## src/rtl/ldm_writeback_sequencer.sv

```systemverilog
// LDM (increment-after) sequencer: fetches one word per listed register over a
// valid/ready handshake and drives the register file write port in ascending order.
module ldm_writeback_sequencer #(
  parameter int ADDR_STEP = 4,
  parameter int REG_COUNT = 16
) (
  input  logic                         clk,
  input  logic                         rst,
  input  logic                         start,
  input  logic [REG_COUNT-1:0]         reg_list,
  input  logic [$clog2(REG_COUNT)-1:0] base_reg,
  input  logic [31:0]                  base_value,
  input  logic                         wb_base,
  output logic [31:0]                  mem_addr,
  output logic                         mem_ready,
  input  logic                         mem_valid,
  input  logic [31:0]                  mem_data,
  output logic                         WB_EN,
  output logic [$clog2(REG_COUNT)-1:0] DEST_WB,
  output logic [31:0]                  RESULT_WB,
  output logic                         busy,
  output logic                         done
);

  localparam int IDX_W = $clog2(REG_COUNT);
  localparam int CNT_W = $clog2(REG_COUNT + 1);

  typedef enum logic [1:0] {
    IDLE    = 2'd0,
    LOAD    = 2'd1,
    BASE_WB = 2'd2,
    DONE    = 2'd3
  } state_t;

  state_t               state_q;
  logic [REG_COUNT-1:0] list_q;
  logic [REG_COUNT-1:0] orig_list_q;
  logic [IDX_W-1:0]     base_reg_q;
  logic [31:0]          base_value_q;
  logic                 wb_base_q;
  logic [31:0]          addr_ptr_q;
  logic [CNT_W-1:0]     count_q;
  logic                 wb_en_q;
  logic [IDX_W-1:0]     dest_q;
  logic [31:0]          result_q;
  logic                 done_q;

  logic [IDX_W-1:0]     cur_d;
  logic [REG_COUNT-1:0] list_d;
  logic                 handshake;

  // Downward scan so the last hit, i.e. the lowest set bit, wins.
  always_comb begin
    cur_d = '0;
    for (int i = REG_COUNT - 1; i >= 0; i--) begin
      if (list_q[i]) cur_d = IDX_W'(i);
    end
  end

  assign list_d    = list_q & (list_q - REG_COUNT'(1));
  assign mem_ready = (state_q == LOAD);
  assign busy      = (state_q != IDLE);
  assign handshake = mem_valid & mem_ready;

  assign mem_addr  = addr_ptr_q;
  assign WB_EN     = wb_en_q;
  assign DEST_WB   = dest_q;
  assign RESULT_WB = result_q;
  assign done      = done_q;

  always_ff @(posedge clk) begin
    if (rst) begin
      state_q      <= IDLE;
      list_q       <= '0;
      orig_list_q  <= '0;
      base_reg_q   <= '0;
      base_value_q <= '0;
      wb_base_q    <= 1'b0;
      addr_ptr_q   <= '0;
      count_q      <= '0;
      wb_en_q      <= 1'b0;
      dest_q       <= '0;
      result_q     <= '0;
      done_q       <= 1'b0;
    end else begin
      case (state_q)
        IDLE: begin
          wb_en_q <= 1'b0;
          done_q  <= 1'b0;
          // The cycle with done high is the IDLE entry cycle; a start there is dropped.
          if (start && !done_q) begin
            list_q       <= reg_list;
            orig_list_q  <= reg_list;
            base_reg_q   <= base_reg;
            base_value_q <= base_value;
            wb_base_q    <= wb_base;
            addr_ptr_q   <= base_value;
            count_q      <= '0;
            dest_q       <= '0;
            result_q     <= '0;
            state_q      <= (reg_list != '0) ? LOAD : DONE;
          end
        end
        LOAD: begin
          if (handshake) begin
            wb_en_q    <= 1'b1;
            dest_q     <= cur_d;
            result_q   <= mem_data;
            list_q     <= list_d;
            addr_ptr_q <= addr_ptr_q + 32'(ADDR_STEP);
            count_q    <= count_q + CNT_W'(1);
            // A base register that was itself loaded keeps the loaded value.
            if (list_d == '0) begin
              state_q <= (wb_base_q && !orig_list_q[base_reg_q]) ? BASE_WB : DONE;
            end
          end else begin
            wb_en_q <= 1'b0;
          end
        end
        BASE_WB: begin
          wb_en_q  <= 1'b1;
          dest_q   <= base_reg_q;
          result_q <= base_value_q + 32'(ADDR_STEP) * 32'(count_q);
          state_q  <= DONE;
        end
        DONE: begin
          wb_en_q <= 1'b0;
          done_q  <= 1'b1;
          state_q <= IDLE;
        end
        default: begin
          wb_en_q <= 1'b0;
          state_q <= IDLE;
        end
      endcase
    end
  end

endmodule
```

## config.mk

```make
export PLATFORM = sky130hd
export DESIGN_NAME = ldm_writeback_sequencer
export DESIGN_NICKNAME = d
export VERILOG_FILES = /design/src/rtl/ldm_writeback_sequencer.sv
export SDC_FILE = /design/constraint.sdc
export NUM_CORES = 1
export LEC_CHECK = 0
export CAP_MARGIN = 15
export CORE_UTILIZATION = 47
export DETAILED_ROUTE_END_ITERATION = 10
export HOLD_SLACK_MARGIN = 0.03
export PLACE_DENSITY = 0.79
export SLEW_MARGIN = 40
export SYNTH_ARGS = -nofsm -noshare
export SYNTH_HDL_FRONTEND = slang
export SYNTH_SLANG_ARGS = --single-unit
export TNS_END_PERCENT = 20
```

## constraint.sdc

```tcl
create_clock -name clk -period 2.3 [get_ports clk]
set_clock_uncertainty 0.05 [all_clocks]
set_input_delay 0.23 -clock clk [delete_from_list [all_inputs] [get_ports clk]]
set_output_delay 0.23 -clock clk [all_outputs]
set_load 0.1 [all_outputs]
```

==> results.sh <==
export IMPL_via_count=8175
export IMPL_fp_dieH_um=129
export IMPL_timing_critical_path_fanout_max=11
export IMPL_synth_avg_cell_area_sq_um=7.68
export IMPL_routed_wirelength_mm=24.7
export IMPL_status="finished, final reports clean"
export IMPL_regToRegEndpoint="RESULT_WB[18]"
export IMPL_drv_max_cap_violation_count=0
export IMPL_syn_area_sq_um=7590
export IMPL_drive_gt1_frac=0.187
export IMPL_grt_pass1_vias=7490
export IMPL_rsz0062_at_grt="true"
export IMPL_worst_skew_pair_late_latency_ns=0.43
export IMPL_worstPathArrival_ns=2.44
export IMPL_total_power_mw=15.0
export IMPL_drt_drc_violations_left=0
export IMPL_ys_dominant_reg_cell="sky130_fd_sc_hd__dfxtp_1"
export IMPL_synth_ff_latch_count=146
export IMPL_r2r_setup_slack_ns=0.11
export IMPL_worst_ep_required_time_ns=2.55
export IMPL_ys_seq_area_frac=0.385
export IMPL_yosysWarnings=0
export IMPL_detail_route_vias_per_cell=5.94
export IMPL_drt_iter0_drc=801
export IMPL_synth_edff_count=0
export IMPL_mappedNetlistNets=1091
export IMPL_initial_utilization=0.480
export IMPL_cts_tree="yes"
export IMPL_ctsRootBufferMaster="sky130_fd_sc_hd__clkbuf_16"
export IMPL_cts_htree_levels=4
export IMPL_pre_cts_ws_ns=-0.00492
export IMPL_numCtsBuffers=17
export IMPL_vdd_ir_drop_worst_mv=1.25
export IMPL_cp_startpoint="base_value_q[2]"
export IMPL_diodes=0
export IMPL_synth_lib_cells_used_distinct=67
export IMPL_tightest_slew_ns=0.614
export IMPL_antenna_violations_before_repair=0
export IMPL_grt_total_usage=0.304
export IMPL_syn_inst=988
export IMPL_gp_routability_congestion=0.917
export IMPL_crit_path_cell_trace="ha_2 > fa_2 > a21o_1 > nand2_1 > a21o_1 > buf_12 > nor3_1 > xor2_1 > a221oi_1 > nor3_1"
export IMPL_path_depth=10
export IMPL_layout_setup_ws_ns=0.112
export IMPL_worst_path_dominant_cell_family="compound AO/OA/AOI/OAI gates"
export IMPL_biggest_cell_delay_along_the_critical_path_ns=0.35
export IMPL_grt_start_max_net_pins=93
export IMPL_gr_total_overflow=0
export IMPL_final_cell_mix="163 x sky130_fd_sc_hd__nand2_1, 124 x sky130_fd_sc_hd__dfxtp_1, 123 x sky130_fd_sc_hd__buf_4"
export IMPL_max_freq_mhz=457
export IMPL_number_of_placement_rows=46
export IMPL_asyncSetResetFlopFracSynth=0
export IMPL_grt_pass1_wl_mm=39.4
export IMPL_postCtsSetupBuffers=0
export IMPL_dieWidth_um=129
export IMPL_hold_path_class="in -> reg"
export IMPL_drt_pass1_iterations=6
export IMPL_worst_setup_end_kind="flop"
export IMPL_core_region_area_sq_um=15800
export IMPL_num_nets_final=1250
export IMPL_cp_start_kind="flop"
export IMPL_boundaryPins=161
export IMPL_slew_headroom=0.591
export IMPL_num_fill_cells=1369
export IMPL_clkSlewWorstSetupHoldPaths_ns=0.06
export IMPL_buffer_ports_inserted=160
export IMPL_critPathKind="reg -> reg"
export IMPL_antenna_violating_nets_post_route=0
export IMPL_p_leak_nw=3.99
export IMPL_post_route_period_util=0.951
export IMPL_wire_length_per_cell_um=18.0
export IMPL_post_route_min_period_ns=2.19
export IMPL_finish_stage_setup_viols=0
export IMPL_cts_sinks=146
export IMPL_critical_path_buf_inv_count=1
export IMPL_area_grow_syn2layout_pct=35.1
export IMPL_cpMaxStageDelayCell="sky130_fd_sc_hd__fa_2"
export IMPL_cellPowerDensity_nw_per_um2=1460
export IMPL_clockBufferDepth=2
export IMPL_worst_r2r_path_depth=10
export IMPL_endpoint="RESULT_WB[18]"
export IMPL_regToRegStartpoint="base_value_q[2]"
export IMPL_maxSlewViolCount=0
export IMPL_dp_hpwl_mm=17.0
export IMPL_layout_commonest_cell="sky130_fd_sc_hd__nand2_1"
export IMPL_final_hold_violation_count=0
export IMPL_floorplan_die_area_sq_um=16700
-- cell usage after synthesis (7+ instances only) --
library cell / number / share of area
sky130_fd_sc_hd__xor2_1: 15 / 0.017
sky130_fd_sc_hd__nor4_1: 13 / 0.011
sky130_fd_sc_hd__ha_1: 13 / 0.021
sky130_fd_sc_hd__a21oi_1: 123 / 0.081
sky130_fd_sc_hd__and3_1: 26 / 0.021
sky130_fd_sc_hd__a221oi_1: 15 / 0.017
sky130_fd_sc_hd__nand3_1: 33 / 0.022
sky130_fd_sc_hd__nor2_1: 81 / 0.040
sky130_fd_sc_hd__nand2_1: 163 / 0.081
sky130_fd_sc_hd__a211oi_1: 16 / 0.016
sky130_fd_sc_hd__a31oi_1: 29 / 0.024
sky130_fd_sc_hd__clkbuf_1: 63 / 0.031
sky130_fd_sc_hd__dfxtp_1: 146 / 0.38
sky130_fd_sc_hd__o21ai_0: 31 / 0.020
sky130_fd_sc_hd__buf_2: 8 / 0.0053
sky130_fd_sc_hd__mux2i_1: 10 / 0.013
sky130_fd_sc_hd__nor3_1: 31 / 0.020
sky130_fd_sc_hd__inv_1: 19 / 0.0094
sky130_fd_sc_hd__o31ai_1: 7 / 0.0069
sky130_fd_sc_hd__a22oi_1: 17 / 0.017
sky130_fd_sc_hd__xnor2_1: 17 / 0.020
sky130_fd_sc_hd__o22ai_1: 21 / 0.017
-- layer usage --
| metal | GRT usage | up-vias | routed length, um |
|---|---|---|---|
| met3 | 0.0595 | 39 | 2060 |
| li1 | - | 3876 | - |
| met4 | 0.112 | 0 | 537 |
| met2 | 0.479 | 425 | 11500 |
| met1 | 0.414 | 3835 | 10600 |
| met5 | 0 | - | 0 |
-- registers in the layout, summed over array words and instances (netlist names), 2 cells and up --
register / flops
RESULT_WB: 32
base_value_q: 32
mem_addr: 32
list_q: 16
orig_list_q: 16
count_q: 5
DEST_WB: 4
base_reg_q: 4
state_q: 2
-- power breakdown --
group | switching, mW | total (mW) | leakage, nW | internal (mW)
logic | 5.79 | 8.28 | 2.50 | 2.49
clock network | 1.09 | 2.84 | 0.290 | 1.76
registers | 0.688 | 3.89 | 1.20 | 3.20
total | 7.57 | 15.0 | 3.99 | 7.45
-- how the worst min path moves through the flow --
stage | from | end | slack, ns | cells after the start
after floorplan | reg_list[0] | orig_list_q[0] | 0.32 | 2
after global placement | orig_list_q[12] | orig_list_q[12] | 0.39 | 2
after detailed placement | orig_list_q[9] | orig_list_q[9] | 0.40 | 2
after CTS | base_reg[2] | base_reg_q[2] | 0.30 | 3
after global routing | wb_base | wb_base_q | 0.32 | 3
final | base_reg[2] | base_reg_q[2] | 0.30 | 3
-- cells by family after synthesis --
kind of cell	count (synthesis)	synth area share
xor gates and xnor gates	32	0.0369
and+or+nand+nor	387	0.237
adders and majority gates	17	0.0280
buffers and inverters	98	0.0527
muxes	14	0.0236
AOI/OAI and AO/OA	294	0.237
DFF	146	0.385
-- through the flow --
step	hold WS [ns]	utilization	setup TNS (ns)	instance area, sq um	instances
final	0.299	0.648	0	10300	1376
after global routing	0.324	0.648	-0.212	10300	1376
after CTS	0.300	0.645	0	10200	1376
after detailed placement	0.396	0.606	-0.00492	9600	1343
after global placement	0.390	0.606	0	9600	1343
after floorplan	0.316	-	-0.0783	7700	988
-- worst reg2reg max path, delay by kind of cell, from the launching register on --
family / cells / cell delay [ns]
xor gates and xnor gates: 1 / 0.15
AOI/OAI and AO/OA: 3 / 0.63
adders and majority gates: 2 / 0.54
DFF: 1 / 0.32
buffers and inverters: 1 / 0.15
and+or+nand+nor: 3 / 0.22
-- layout make-up --
type	count	area (sq um)	share of cell area
Multi-Input combinational cell	744	4390	0.428
Sequential cell	146	2960	0.288
Timing Repair Buffer	219	1960	0.191
Clock buffer	22	464	0.0452
Tap cell	216	270	0.0263
Clock inverter	10	134	0.0131
Inverter	19	77.6	0.00756
-- repair_timing --
| item | CTS | global route |
|---|---|---|
| pin swaps | 0 | 3 |
| hold buffers | 1 | 0 |
| endpoints found under the setup margin | 1 | 20 |
| hold endpoints to repair | 2 | 0 |
| gates resized for setup | 1 | 10 |
(Power assumes the default switching activity.)
